`src/rtl/adjust_ctrl.sv`:
```
// Button-driven time-adjust controller: synchronises and debounces three buttons,
// steps RUN/SET_HM/SET_MS, selects a digit, issues increment strobes with auto-repeat.
`timescale 1ns/1ps
module adjust_ctrl #(
    parameter int unsigned DEB_CYCLES    = 500000,
    parameter int unsigned REPEAT_DELAY  = 25000000,
    parameter int unsigned REPEAT_RATE   = 5000000,
    parameter int unsigned TIMEOUT_TICKS = 30
) (
    input  logic       clk,
    input  logic       rst_n,
    input  logic       btn_mode,
    input  logic       btn_sel,
    input  logic       btn_inc,
    input  logic       blink_tick,
    output logic       switch,
    output logic       ad,
    output logic [3:0] adj,
    output logic       run_en,
    output logic [3:0] blank
);

    localparam int unsigned REP_MAX = (REPEAT_DELAY > REPEAT_RATE) ? REPEAT_DELAY : REPEAT_RATE;
    localparam int DEB_W = $clog2(DEB_CYCLES + 1);
    localparam int REP_W = $clog2(REP_MAX + 1);
    localparam int TO_W  = $clog2(TIMEOUT_TICKS + 1);

    localparam logic [DEB_W-1:0] DEB_LAST   = DEB_W'(DEB_CYCLES - 1);
    localparam logic [REP_W-1:0] DELAY_LAST = REP_W'(REPEAT_DELAY - 1);
    localparam logic [REP_W-1:0] RATE_LAST  = REP_W'(REPEAT_RATE - 1);
    localparam logic [TO_W-1:0]  TO_LAST    = TO_W'(TIMEOUT_TICKS - 1);

    localparam int B_MODE = 0;
    localparam int B_SEL  = 1;
    localparam int B_INC  = 2;

    typedef enum logic [1:0] {ST_RUN, ST_SET_HM, ST_SET_MS} state_t;

    logic [2:0]       r_sync1, r_sync2, r_deb;
    logic [DEB_W-1:0] r_deb_cnt [3];
    logic [2:0]       w_rise;

    state_t           r_state, w_state_nx;
    logic             r_phase, w_phase_nx;
    logic             r_rep_on, w_rep_on_nx;
    logic             r_rep_first, w_rep_first_nx;
    logic [REP_W-1:0] r_rep_cnt, w_rep_cnt_nx;
    logic [TO_W-1:0]  r_to_cnt, w_to_cnt_nx;
    logic [3:0]       w_adj_nx;
    logic             w_ad_nx;
    logic             w_rep_hit;

    always_ff @(posedge clk or negedge rst_n) begin
        if (!rst_n) begin
            r_sync1 <= '0;
            r_sync2 <= '0;
            r_deb   <= '0;
            for (int i = 0; i < 3; i++) r_deb_cnt[i] <= '0;
        end else begin
            r_sync1 <= {btn_inc, btn_sel, btn_mode};
            r_sync2 <= r_sync1;
            for (int i = 0; i < 3; i++) begin
                if (r_sync2[i] != r_deb[i]) begin
                    if (r_deb_cnt[i] == DEB_LAST) begin
                        r_deb[i]     <= ~r_deb[i];
                        r_deb_cnt[i] <= '0;
                    end else begin
                        r_deb_cnt[i] <= r_deb_cnt[i] + DEB_W'(1);
                    end
                end else begin
                    r_deb_cnt[i] <= '0;
                end
            end
        end
    end

    // Press event is decoded one cycle early so the registered outputs react in the press cycle.
    always_comb begin
        for (int i = 0; i < 3; i++)
            w_rise[i] = r_sync2[i] & ~r_deb[i] & (r_deb_cnt[i] == DEB_LAST);
    end

    assign w_rep_hit = r_rep_first ? (r_rep_cnt == DELAY_LAST) : (r_rep_cnt == RATE_LAST);

    always_comb begin
        w_state_nx     = r_state;
        w_adj_nx       = adj;
        w_phase_nx     = r_phase;
        w_ad_nx        = 1'b0;
        w_rep_on_nx    = r_rep_on;
        w_rep_first_nx = r_rep_first;
        w_rep_cnt_nx   = r_rep_cnt;
        w_to_cnt_nx    = r_to_cnt;
        if (r_state == ST_RUN) begin
            w_adj_nx       = 4'b0000;
            w_phase_nx     = 1'b0;
            w_rep_on_nx    = 1'b0;
            w_rep_first_nx = 1'b0;
            w_rep_cnt_nx   = '0;
            w_to_cnt_nx    = '0;
            if (w_rise[B_MODE]) begin
                w_state_nx = ST_SET_HM;
                w_adj_nx   = 4'b0001;
            end
        end else if (w_rise[B_MODE]) begin
            w_state_nx  = (r_state == ST_SET_HM) ? ST_SET_MS : ST_RUN;
            w_adj_nx    = (r_state == ST_SET_HM) ? 4'b0001 : 4'b0000;
            w_phase_nx  = 1'b0;
            w_rep_on_nx = 1'b0;
            w_to_cnt_nx = '0;
        end else begin
            if (blink_tick) begin
                w_phase_nx  = ~r_phase;
                w_to_cnt_nx = r_to_cnt + TO_W'(1);
            end
            if (r_rep_on && r_deb[B_INC]) begin
                if (w_rep_hit) begin
                    w_ad_nx        = 1'b1;
                    w_rep_cnt_nx   = '0;
                    w_rep_first_nx = 1'b0;
                end else begin
                    w_rep_cnt_nx = r_rep_cnt + REP_W'(1);
                end
            end else begin
                w_rep_on_nx = 1'b0;
            end
            if (w_rise[B_SEL]) begin
                w_adj_nx    = {adj[2:0], adj[3]};
                w_to_cnt_nx = '0;
            end else if (w_rise[B_INC]) begin
                w_ad_nx        = 1'b1;
                w_rep_on_nx    = 1'b1;
                w_rep_first_nx = 1'b1;
                w_rep_cnt_nx   = '0;
                w_to_cnt_nx    = '0;
            end
            if (w_rise[B_SEL] || w_ad_nx) w_phase_nx = 1'b0;
            if (blink_tick && (r_to_cnt == TO_LAST) && !w_rise[B_SEL] && !w_rise[B_INC]) begin
                w_state_nx  = ST_RUN;
                w_adj_nx    = 4'b0000;
                w_phase_nx  = 1'b0;
                w_rep_on_nx = 1'b0;
                w_to_cnt_nx = '0;
                w_ad_nx     = 1'b0;
            end
            // Guarantees a gap between strobes even for degenerate repeat settings.
            if (ad) w_ad_nx = 1'b0;
        end
    end

    always_ff @(posedge clk or negedge rst_n) begin
        if (!rst_n) begin
            r_state     <= ST_RUN;
            r_phase     <= 1'b0;
            r_rep_on    <= 1'b0;
            r_rep_first <= 1'b0;
            r_rep_cnt   <= '0;
            r_to_cnt    <= '0;
            switch      <= 1'b0;
            ad          <= 1'b0;
            adj         <= 4'b0000;
            run_en      <= 1'b1;
            blank       <= 4'b0000;
        end else begin
            r_state     <= w_state_nx;
            r_phase     <= w_phase_nx;
            r_rep_on    <= w_rep_on_nx;
            r_rep_first <= w_rep_first_nx;
            r_rep_cnt   <= w_rep_cnt_nx;
            r_to_cnt    <= w_to_cnt_nx;
            switch      <= (w_state_nx == ST_SET_MS);
            ad          <= w_ad_nx;
            adj         <= w_adj_nx;
            run_en      <= (w_state_nx == ST_RUN);
            blank       <= w_phase_nx ? w_adj_nx : 4'b0000;
        end
    end

endmodule

```
`config.mk`:
```
export PLATFORM = sky130hd
export DESIGN_NAME = adjust_ctrl
export DESIGN_NICKNAME = d
export VERILOG_FILES = /design/src/rtl/adjust_ctrl.sv
export SDC_FILE = /design/constraint.sdc
export NUM_CORES = 1
export LEC_CHECK = 0
export BUFFER_PORTS_ARGS = -buffer_cell sky130_fd_sc_hd__buf_2
export CAP_MARGIN = 20
export CORE_MARGIN = 5
export CORE_UTILIZATION = 35
export DETAILED_ROUTE_END_ITERATION = 8
export GPL_ROUTABILITY_DRIVEN = 0
export HOLD_SLACK_MARGIN = 0.03
export SKIP_CTS_REPAIR_TIMING = 1
export SLEW_MARGIN = 15
export SYNTH_ARGS = -nofsm -noshare
export SYNTH_HDL_FRONTEND = slang
export SYNTH_SLANG_ARGS = --single-unit
```
`constraint.sdc`:
```
create_clock -name clk -period 5.6 [get_ports clk]
set_input_delay 1.4 -clock clk [delete_from_list [all_inputs] [get_ports clk]]
set_output_delay 1.4 -clock clk [all_outputs]
set_load 0.02 [all_outputs]
```
== Word level (Yosys, flattened, before mapping) ==
Index checks and enable logic that the tools add are counted.
Operators by class
  equal/unequal tests: 12
  reductions and logical operators: 13
  bitwise gates (word level): 10
  $add $sub $neg: 5
  multiplexer cells: 58
Operator list (count)
  25-bit two-way mux: 6
  19-bit two-way mux: 6
  19-bit by 1-bit adder with 19-bit output (second input constant): 3
  19-bit equality test (second input constant): 3
  1-bit two-way mux: 30
  5-bit two-way mux: 6
  25-bit by 1-bit adder with 25-bit output (second input constant): 1
  25-bit by 23-bit equality test with 1-bit output (second input constant): 1
  25-bit equality test (second input constant): 1
  4-bit two-way mux: 5
  2-bit two-way mux: 5
  1-bit bitwise AND: 6
  2-bit AND reduction: 3
  6-bit nonzero test: 1
  5-bit by 1-bit adder with 5-bit output (second input constant): 1
  5-bit equality test (second input constant): 1
  1-bit logical AND: 4
  2-bit logical NOT: 2
  1-bit inverter: 4
  1-bit inequality test: 3
  2-bit by 1-bit equality test with 1-bit output (second input constant): 1
  2-bit equality test (second input constant): 1
  1-bit logical NOT: 2
  2-bit by 1-bit inequality test with 1-bit output (second input constant): 1
  1-bit logical OR: 1
Storage, ports and cells
  output and inout port bits: 11
  logic and storage cells: 117
  input bits: 6
  register bits after elaboration: 112

== Logic depth before layout (Yosys ltp) ==
Gate-level depths: netlist (run 1).
  depth in word-level cells: 14
  mapped depth: 9
  depth with buffers taken out: 7

== Least setup slack after synthesis (run 1) ==
OpenSTA, ideal clock, no wires.
  kind: input port to flip-flop
  start point: input port blink_tick
  end point: register ad
  setup time: 0.130 ns
  cell stages on the path: 6
  data required time: 5.470 ns
  slack: 3.144 ns
  arrival: 2.326 ns
  buffers on the path: 1
  cells stage by stage: clkbuf_1 and3_1 nand3_1 nand3b_1 nand2_1 nor3_1
Between the ends
  word-level cells in the longest chain between the ends: 7
RTL lines
  start, declared: line 15  | input logic blink_tick,
  1-bit logical AND (3 in series): line 138  | if (blink_tick && (r_to_cnt == TO_LAST) && !w_rise[B_SEL] && !w_rise[B_INC]) begin
  1-bit two-way mux: line 138
  1-bit two-way mux: line 147  | if (ad) w_ad_nx = 1'b0;
  1-bit two-way mux: line 105  | end else if (w_rise[B_MODE]) begin
  1-bit two-way mux: line 94  | if (r_state == ST_RUN) begin
  via w_ad_nx: line 50  | logic w_ad_nx;
  end signal, assigned: line 172  | ad <= w_ad_nx;
  end, declared: line 17  | output logic ad,
The timed path passes the listed nets, and every way through them passes these cells.
A chain may end at the register's enable or synchronous reset.

== Final worst setup path (run 1) ==
  start point: register r_deb_cnt[12] in the netlist's numbering
  end point: register blank[3]
Between the ends
  word-level cells in the longest chain between the ends: 12
  elaborated cells on any way between the ends: 17
  those cells by class: eq/ne (1); mux (12); bitwise (1); reduce/logical (3)
RTL lines
  start, declared: line 40  | logic [DEB_W-1:0] r_deb_cnt [3];
  start signal, assigned by index: line 68  | r_deb_cnt[i] <= r_deb_cnt[i] + DEB_W'(1);
  19-bit equality test (*): line 80  | w_rise[i] = r_sync2[i] & ~r_deb[i] & (r_deb_cnt[i] == DEB_LAST);
  1-bit bitwise AND (*): line 80
  1-bit two-way mux: line 130  | end else if (w_rise[B_INC]) begin
  1-bit two-way mux: line 127  | if (w_rise[B_SEL]) begin
  1-bit two-way mux: line 105
  1-bit two-way mux: line 94
  1-bit logical OR: line 137  | if (w_rise[B_SEL] || w_ad_nx) w_phase_nx = 1'b0;
  1-bit two-way mux: line 137
  1-bit two-way mux: line 138
  1-bit two-way mux: line 105
  1-bit two-way mux: line 94
  4-bit two-way mux (*): line 175  | blank <= w_phase_nx ? w_adj_nx : 4'b0000;
  end signal, assigned: line 175
  end, declared: line 20  | output logic [3:0] blank
Mark *: on every way between the ends. The rest lies on a longest branch, timed or not. The select of a mux whose other input is x is not followed.

==> flow_summary.json, run 1 <==
{
  "worst-path-max-fanout": 21,
  "pin_count": 17,
  "wl_mm": 11.8,
  "max_slew_margin_pct": 35.3,
  "seq_area_frac_synth_pct": 50.3,
  "crit_path_top_delay_cell": "a311oi_1",
  "drcViolationCount": 0,
  "synth_area_um2": 5570,
  "arrival_ns": 3.02,
  "cts_made_buffers": 9,
  "fillers": 1591,
  "path_cells": "nor4b_1 -> nand4_1 -> a311oi_1 -> nor2_1 -> buf_4 -> nand4_1 -> nor2_1",
  "hold_path.class": "register to register",
  "synthArstFlopShare_pct": 100,
  "grt.overflow.total": 0,
  "fin_crit_ns": 2.79,
  "p_leak_nw": 2.70,
  "start_util_pct": 35.3,
  "cts_tree": "built",
  "post-route-cell-area_um2": 6170,
  "fp-row-count": 46,
  "ys_ff_latch": 112,
  "whs_ns": 0.353,
  "maxSlewViolCount": 0,
  "ant_nets": 0,
  "portBuffers": 16,
  "clock_latency_ns": 0.35,
  "syn_to_final_growth_pct": 10.8,
  "p_total_mw": 1.68,
  "die_area_um2": 18500,
  "setup_viol": 0,
  "worst_pin_slew_ns": 0.964,
  "clkTransAtPathRegs_ns": 0.08,
  "die_w_um": 136,
  "clk_root_buffer_cell": "clkbuf_16",
  "drtIter0Drc": 266,
  "antenna_found_initial": 0,
  "core_um2": 15800,
  "syn_nets": 601,
  "fmax_mhz": 359,
  "wl_per_cell_um": 14.3,
  "grt_pass1_wl_mm": 20.7,
  "routed-via-count": 4228,
  "required_ns": 5.83,
  "fin_nets": 616,
  "ys_warn_count": 0,
  "grt_usage_pct": 13.9,
  "vias_per_cell": 5.14,
  "critPathCaptureType": "register",
  "finalHoldViolCount": 0,
  "grt_max_degree": 86,
  "p_per_area_nw_per_um2": 271,
  "cts_max_level": 3,
  "post-dp-hpwl_mm": 8.17,
  "outcome": "finished, final reports clean",
  "worstSetupStartpointType": "register",
  "synth-edff-count": 0,
  "rsz0062_at_grt": "no",
  "cts.sinks": 112,
  "drive_above_1_share_pct": 9.41,
  "maxCapViolations": 0,
  "postSynthAreaPerCell_um2": 9.50,
  "synth_cell_types": 54,
  "fin_skew_ns": 0.00798,
  "ir_drop_mv": 0.155,
  "diodes": 0,
  "fin_crit_sh_pct": 49.8,
  "tns_ns": 0,
  "dieHeight_um": 136,
  "synthCells": 586,
  "dr.pass1.iters": 5,
  "placed_cell_area_um2": 5880,
  "ys.flop_type": "dfrtp_1",
  "grt_pass1_vias": 4325,
  "critPathMaxStageDelay_ns": 0.81,
  "worst-setup-path-type": "register to register",
  "cts.path.max_buffers": 2
}
-- sequential cells by signal, summed over array words and instances, names as in the netlist --
name	cells
switch	1
blank	4
r_sync2	3
run_en	1
r_to_cnt	5
r_rep_first	1
r_rep_on	1
r_rep_cnt	25
r_deb_cnt	57
ad	1
adj	4
r_deb	3
r_phase	1
r_state	2
r_sync1	3
-- kinds of logic after synthesis --
kind of cell	share of synthesized area [%]
fa+ha+maj	2.02
flops	50.3
buf+inv	2.43
compound gates	6.13
mux	0.719
simple gates	29.1
xor+xnor	9.28
-- synthesized netlist by cell type, drive strengths merged, types with 3 or more instances --
library cell | instances | area share (%)
nor3 | 13 | 1.3
and4 | 3 | 0.47
or3 | 5 | 0.56
clkbuf | 12 | 0.81
and3 | 19 | 2.2
nand2 | 51 | 3.4
buf | 5 | 0.54
nand4 | 29 | 3.3
a31oi | 11 | 1.2
nor4 | 4 | 0.45
or4 | 11 | 1.5
nand3 | 50 | 4.5
ha | 9 | 2.0
mux2i | 4 | 0.72
and2 | 6 | 0.72
inv | 16 | 1.1
nor2b | 4 | 0.45
dfrtp | 111 | 50
o31ai | 6 | 0.81
or2 | 8 | 0.94
xor2 | 31 | 4.9
nor2 | 105 | 7.2
a21oi | 8 | 0.72
o21ai | 7 | 0.63
a22oi | 3 | 0.40
xnor2 | 28 | 4.4
-- through the flow --
stage | utilization [%] | setup slack (ns) | instances
floorplan | - | 3.14 | 586
global placement | 37.3 | 2.71 | 805
detailed placement | 37.3 | 2.66 | 805
CTS | 39.0 | 2.65 | 821
global route | 39.1 | 2.53 | 822
finish | 39.1 | 2.81 | 822
-- final timing paths --
check / cells past startpoint / to / slack [ns] / startpoint
max reg2reg: 7 / blank[3] / 2.81 / r_deb_cnt[12]
min reg2reg: 0 / r_sync2[2] / 0.35 / r_sync1[2]
max in group asynchronous: 2 / run_en / 3.58 / rst_n
min in group asynchronous: 1 / r_deb_cnt[40] / 1.07 / rst_n
max: 7 / blank[3] / 2.81 / r_deb_cnt[12]
min: 0 / r_sync2[2] / 0.35 / r_sync1[2]
-- critical path, delay by kind of cell (launching register included) --
family / cells / cell delay [ns]
and+or+nand+nor: 5 / 1.17
DFF: 1 / 0.43
buffers and inverters: 1 / 0.25
AOI/OAI and AO/OA: 1 / 0.81
-- final cells by class --
cell class | count | area, um2 | area share (%)
flip-flops and latches | 112 | 2800 | 45.4
multi-input cells | 441 | 2630 | 42.6
well taps | 216 | 270 | 4.38
clock buffers | 10 | 229 | 3.71
repair buffers | 21 | 128 | 2.07
inverters | 16 | 60.1 | 0.973
clock inverters | 6 | 51.3 | 0.831
-- per-layer routing --
| metal | track usage, % | part of all wire, % | vias to the layer above |
|---|---|---|---|
| li1 | - | - | 2079 |
| met1 | 18.1 | 47 | 2045 |
| met2 | 21.4 | 45 | 89 |
| met3 | 4.59 | 5.8 | 15 |
| met4 | 5.49 | 1.6 | 0 |
| met5 | 0 | 0 | - |
-- report_power, final --
| part | internal [mW] | switching (mW) | total (mW) |
|---|---|---|---|
| logic | 0.0571 | 0.110 | 0.167 |
| clock network | 0.310 | 0.309 | 0.619 |
| registers | 0.854 | 0.0363 | 0.890 |
-- cell usage in the layout, fill, tap and decap left out, types with 11 or more instances in the layout --
master	netlist	routed
dfrtp_1	111	111
buf_2	3	15
nand2_1	51	51
or4_1	11	11
nand4_1	29	29
nand3_1	50	50
a31oi_1	11	11
xor2_1	31	31
and3_1	18	18
inv_1	16	16
nor2_1	103	103
nor3_1	12	12
xnor2_1	28	28
Note: power is estimated with default switching activity, not from simulation.
==> run 2, diff against run 1 <==
==> constraint.sdc (replaced) <==
create_clock -name clk -period 2.89 [get_ports clk]
set_input_delay 0.7225 -clock clk [delete_from_list [all_inputs] [get_ports clk]]
set_output_delay 0.7225 -clock clk [all_outputs]
set_load 0.02 [all_outputs]
==> flow_summary.json, run 2 (same netlist as run 1, synthesis figures left out) <==
{
  "portBuffers": 16,
  "reg_top3": "r_deb_cnt (57), r_rep_cnt (25), r_to_cnt (5)",
  "worst-setup-path-type": "register to register",
  "setup_viol": 0,
  "intPower_mw": 2.42,
  "worst_pin_slew_ns": 0.762,
  "placed_cells": 811,
  "drtIter0Drc": 317,
  "cts.sinks": 112,
  "wl_mm": 12.0,
  "routed-via-count": 4294,
  "cts_max_level": 3,
  "antenna_found_initial": 0,
  "finalHoldViolCount": 0,
  "r2r-end": "r_rep_cnt[9]",
  "critPathCaptureType": "register",
  "maxCapViolations": 0,
  "r2r-start": "r_rep_cnt[10]",
  "cp_common_cell": "a31oi_1",
  "path_cells": "or4_1 -> or4b_4 -> a2111oi_4 -> nor2_1 -> buf_4 -> a31oi_1 -> a31oi_1",
  "clkTransAtPathRegs_ns": 0.08,
  "pin_count": 17,
  "critical-path-top-delay-family": "simple AND/OR/NAND/NOR gates",
  "outcome": "finished, final reports clean",
  "crit_cells": 7,
  "grt_pass1_vias": 4313,
  "maxSlewViolCount": 0,
  "preCtsSetupSlack_ns": 0.234,
  "swShare_pct": 27.1,
  "syn_to_final_growth_pct": 12.0,
  "final_cells": 827,
  "required_ns": 3.12,
  "drive_above_1_share_pct": 10.5,
  "setup_ws_ns": 0.187,
  "cts_tree": "built",
  "crit_buf_inv": 1,
  "fin_nets": 621,
  "wl_per_cell_um": 14.5,
  "p_total_mw": 3.32,
  "grt_pass1_wl_mm": 20.9,
  "fin_crit_ns": 2.70,
  "dr.pass1.iters": 5,
  "grt_usage_pct": 14.1,
  "seq_area_um2": 2800,
  "final_cell_mix": "dfrtp_1, nor2_1, nand2_1",
  "rrSetupSlack_ns": 0.19,
  "largest_register_ffs": 57,
  "seqPwrFrac_pct": 52.1,
  "post-dp-hpwl_mm": 8.43,
  "grt_max_degree": 48,
  "cp-startpoint": "r_rep_cnt[10]",
  "cts_made_buffers": 9,
  "critPathMaxStageDelay_ns": 0.55,
  "vias_per_cell": 5.19,
  "hold_path.class": "register to register",
  "drcViolationCount": 0,
  "r2r_cells": 7,
  "grt.overflow.total": 0,
  "max_slew_margin_pct": 49.0,
  "clk_root_buffer_cell": "clkbuf_16",
  "tns_ns": 0,
  "p_leak_nw": 2.73,
  "power_frac_comb_pct": 10.1,
  "p_per_area_nw_per_um2": 532,
  "rsz0062_at_grt": "no",
  "worstSetupStartpointType": "register",
  "diodes": 0,
  "cts.path.max_buffers": 2,
  "endpoint": "r_rep_cnt[9]",
  "fillers": 1583,
  "die_area_um2": 18500,
  "ir_drop_mv": 0.296,
  "regMostFlops": "r_deb_cnt",
  "fin_skew_ns": 0.00944,
  "clock_latency_ns": 0.36,
  "start_util_pct": 35.3,
  "dieHeight_um": 136,
  "die_w_um": 136,
  "crit_path_top_delay_cell": "or4b_4",
  "arrival_ns": 2.93,
  "fmax_mhz": 370,
  "worst-path-max-fanout": 15,
  "core_um2": 15800,
  "fp-row-count": 46,
  "p_sw_uw": 899,
  "ant_nets": 0,
  "p_clk_share_pct": 37.9,
  "final_common_cell": "dfrtp_1",
  "fin_crit_sh_pct": 93.5,
  "multi_input_area_um2": 2630
}
[run 2: power by group through the flow]
| stage | Clock, mW | Combinational [mW] | Sequential, mW |
|---|---|---|---|
| final | 1.26 | 0.334 | 1.73 |
| after global routing | 1.37 | 0.384 | 1.74 |
| after global placement | 0 | 0.320 | 1.75 |
| after floorplan | 0 | 0.193 | 1.76 |
| after CTS | 1.31 | 0.342 | 1.73 |
| after detailed placement | 0 | 0.336 | 1.76 |
[run 2: per-stage QoR]
stage               area (um2)  util (%)  hold WS (ns)
finish                    6240      39.5         0.350
CTS                       6230      39.5         0.352
floorplan                 5570         -         0.331
detailed placement        5930      37.6         0.342
global route              6240      39.5         0.359
global placement          5930      37.6         0.342
[run 2: area by class of cell]
cell class	count	share of cell area (%)
tap	216	4.33
multi-input combinational	441	42.2
clock buffer	11	4.05
timing repair buffer	26	2.73
sequential	112	45.0
inverter	16	0.963
clock inverter	5	0.722
[run 2: worst reg2reg max path, stage by stage (launching register included)]
cell	delay (ns)
dfrtp_1	0.44
or4_1	0.53
or4b_4	0.55
a2111oi_4	0.37
nor2_1	0.20
buf_4	0.24
a31oi_1	0.18
a31oi_1	0.06
[run 2: worst min path at each step]
stage / depth (start not counted) / from / endpoint / slack, ns
2_1_floorplan: 0 / r_sync1[0] / r_sync2[0] / 0.33
4_1_cts: 0 / r_sync1[0] / r_sync2[0] / 0.35
3_3_place_gp: 0 / r_sync1[2] / r_sync2[2] / 0.34
5_1_grt: 0 / r_sync1[0] / r_sync2[0] / 0.36
3_5_place_dp: 0 / r_sync1[2] / r_sync2[2] / 0.34
6_report: 0 / r_sync1[0] / r_sync2[0] / 0.35
[run 2: routing by layer]
metal / track usage, % / vias up / wire length, um / part of all wire (%)
li1: - / 2089 / - / -
met1: 18.6 / 2109 / 5660 / 47
met2: 22.9 / 88 / 5610 / 47
met3: 4.40 / 8 / 625 / 5.2
met4: 3.14 / 0 / 106 / 0.88
met5: 0 / - / 0 / 0
==> run 3, diff against run 2 <==
==> constraint.sdc (replaced) <==
create_clock -name clk -period 2.28 [get_ports clk]
set_input_delay 0.57 -clock clk [delete_from_list [all_inputs] [get_ports clk]]
set_output_delay 0.57 -clock clk [all_outputs]
set_load 0.02 [all_outputs]
==> flow_summary.json, run 3 (same netlist as run 1, synthesis figures left out) <==
{
  "final_common_cell": "dfrtp_1",
  "maxCapViolations": 0,
  "cts.sinks": 112,
  "grt_max_degree": 45,
  "dieHeight_um": 136,
  "critPathMaxStageDelay_ns": 0.53,
  "hold_path.class": "input port to asynchronous set/reset pin",
  "finalHoldViolCount": 0,
  "fin_crit_ns": 2.40,
  "maxSlewViolCount": 0,
  "drive_above_1_share_pct": 18.0,
  "setup_ws_ns": -0.115,
  "start_util_pct": 35.3,
  "p_per_area_nw_per_um2": 645,
  "worst-setup-path-type": "register to register",
  "diodes": 0,
  "cts_tree": "built",
  "fp-row-count": 46,
  "p_leak_nw": 3.00,
  "arrival_ns": 2.65,
  "crit_buf_inv": 0,
  "routed-via-count": 4448,
  "worstSetupStartpointType": "register",
  "fin_nets": 665,
  "required_ns": 2.54,
  "vias_per_cell": 5.11,
  "clock_latency_ns": 0.37,
  "die_area_um2": 18500,
  "path_cells": "or4_1 -> or4b_4 -> a2111oi_4 -> or2_4 -> o31ai_1 -> a32o_1",
  "fmax_mhz": 417,
  "p_total_mw": 4.31,
  "max_slew_margin_pct": 59.6,
  "final_cell_mix": "dfrtp_1, nor2_1, buf_4",
  "antenna_found_initial": 0,
  "die_w_um": 136,
  "dr.pass1.iters": 5,
  "regMostFlops": "r_deb_cnt",
  "post-dp-hpwl_mm": 9.02,
  "grt_pass1_wl_mm": 21.3,
  "critical-path-top-delay-family": "simple AND/OR/NAND/NOR gates",
  "core_um2": 15800,
  "grt_pass1_vias": 4338,
  "outcome": "complete, but fails checks",
  "portBuffers": 16,
  "pin_count": 17,
  "whs_ns": 0.210,
  "drtIter0Drc": 352,
  "largest_register_ffs": 57,
  "drcViolationCount": 0,
  "cts_made_buffers": 9,
  "worst-path-max-fanout": 16,
  "clk_root_buffer_cell": "clkbuf_16",
  "fin_skew_ns": 0.00891,
  "violations": "negative setup slack",
  "syn_to_final_growth_pct": 19.9,
  "cts.path.max_buffers": 2,
  "grt.overflow.total": 0,
  "ant_nets": 0,
  "ir_drop_mv": 0.410,
  "wl_mm": 12.5,
  "grt_usage_pct": 14.4,
  "reg_top3": "r_deb_cnt (57), r_rep_cnt (25), r_to_cnt (5)",
  "rsz0062_at_grt": "yes",
  "tns_ns": -2.12,
  "fin_crit_sh_pct": 105,
  "wl_per_cell_um": 14.3,
  "cts_max_level": 3,
  "crit_path_top_delay_cell": "or4_1",
  "setup_viol": 29,
  "clkTransAtPathRegs_ns": 0.08,
  "worst_pin_slew_ns": 0.607,
  "preCtsSetupSlack_ns": -0.124,
  "critPathCaptureType": "register"
}
[run 3: cell types whose count changed in the layout (fill, tap and decap cells not counted), sizes merged]
cell,delta
bufinv,+1
clkbuf,-1
buf,+44
clkinvlp,-1
clkinv,+1
[run 3: layout make-up]
type	instances	area, um2
Fill cell	1549	9090
Timing Repair Buffer	70	526
Inverter	16	60.1
Tap cell	216	270
Clock buffer	10	239
Sequential cell	112	2800
Multi-Input combinational cell	441	2700
Clock inverter	6	73.8
[run 3: worst paths after layout]
path,startpoint,to,slack (ns),cells after the start
max,r_rep_cnt[10],r_rep_cnt[1],-0.12,6
min,rst_n,r_deb_cnt[54],0.21,1
max reg2reg,r_rep_cnt[10],r_rep_cnt[1],-0.12,6
min reg2reg,r_sync1[1],r_sync2[1],0.35,0
max in group asynchronous,rst_n,r_deb_cnt[34],1.42,2
min in group clk,btn_sel,r_sync1[1],0.31,1
[run 3: metal layers]
metal	vias to the layer above	part of all wire, %	global-route usage (%)
met5	-	0	0
met4	0	1.1	3.53
met3	11	4.6	4.18
met2	81	47	22.6
met1	2178	48	19.6
li1	2178	-	-
[run 3: per-stage QoR]
step           area [um2]  util (%)  std cells
2_1_floorplan        5570         -        586
3_3_place_gp         6280      39.8        854
3_5_place_dp         6280      39.8        854
4_1_cts              6600      41.8        870
5_1_grt              6680      42.3        871
6_report             6680      42.3        871
[run 3: where the power goes]
| group | switching [mW] | total [mW] | leakage [nW] | internal [mW] |
|---|---|---|---|---|
| logic | 0.289 | 0.452 | 1.33 | 0.164 |
| clock network | 0.769 | 1.67 | 0.154 | 0.899 |
| registers | 0.0906 | 2.19 | 1.52 | 2.10 |
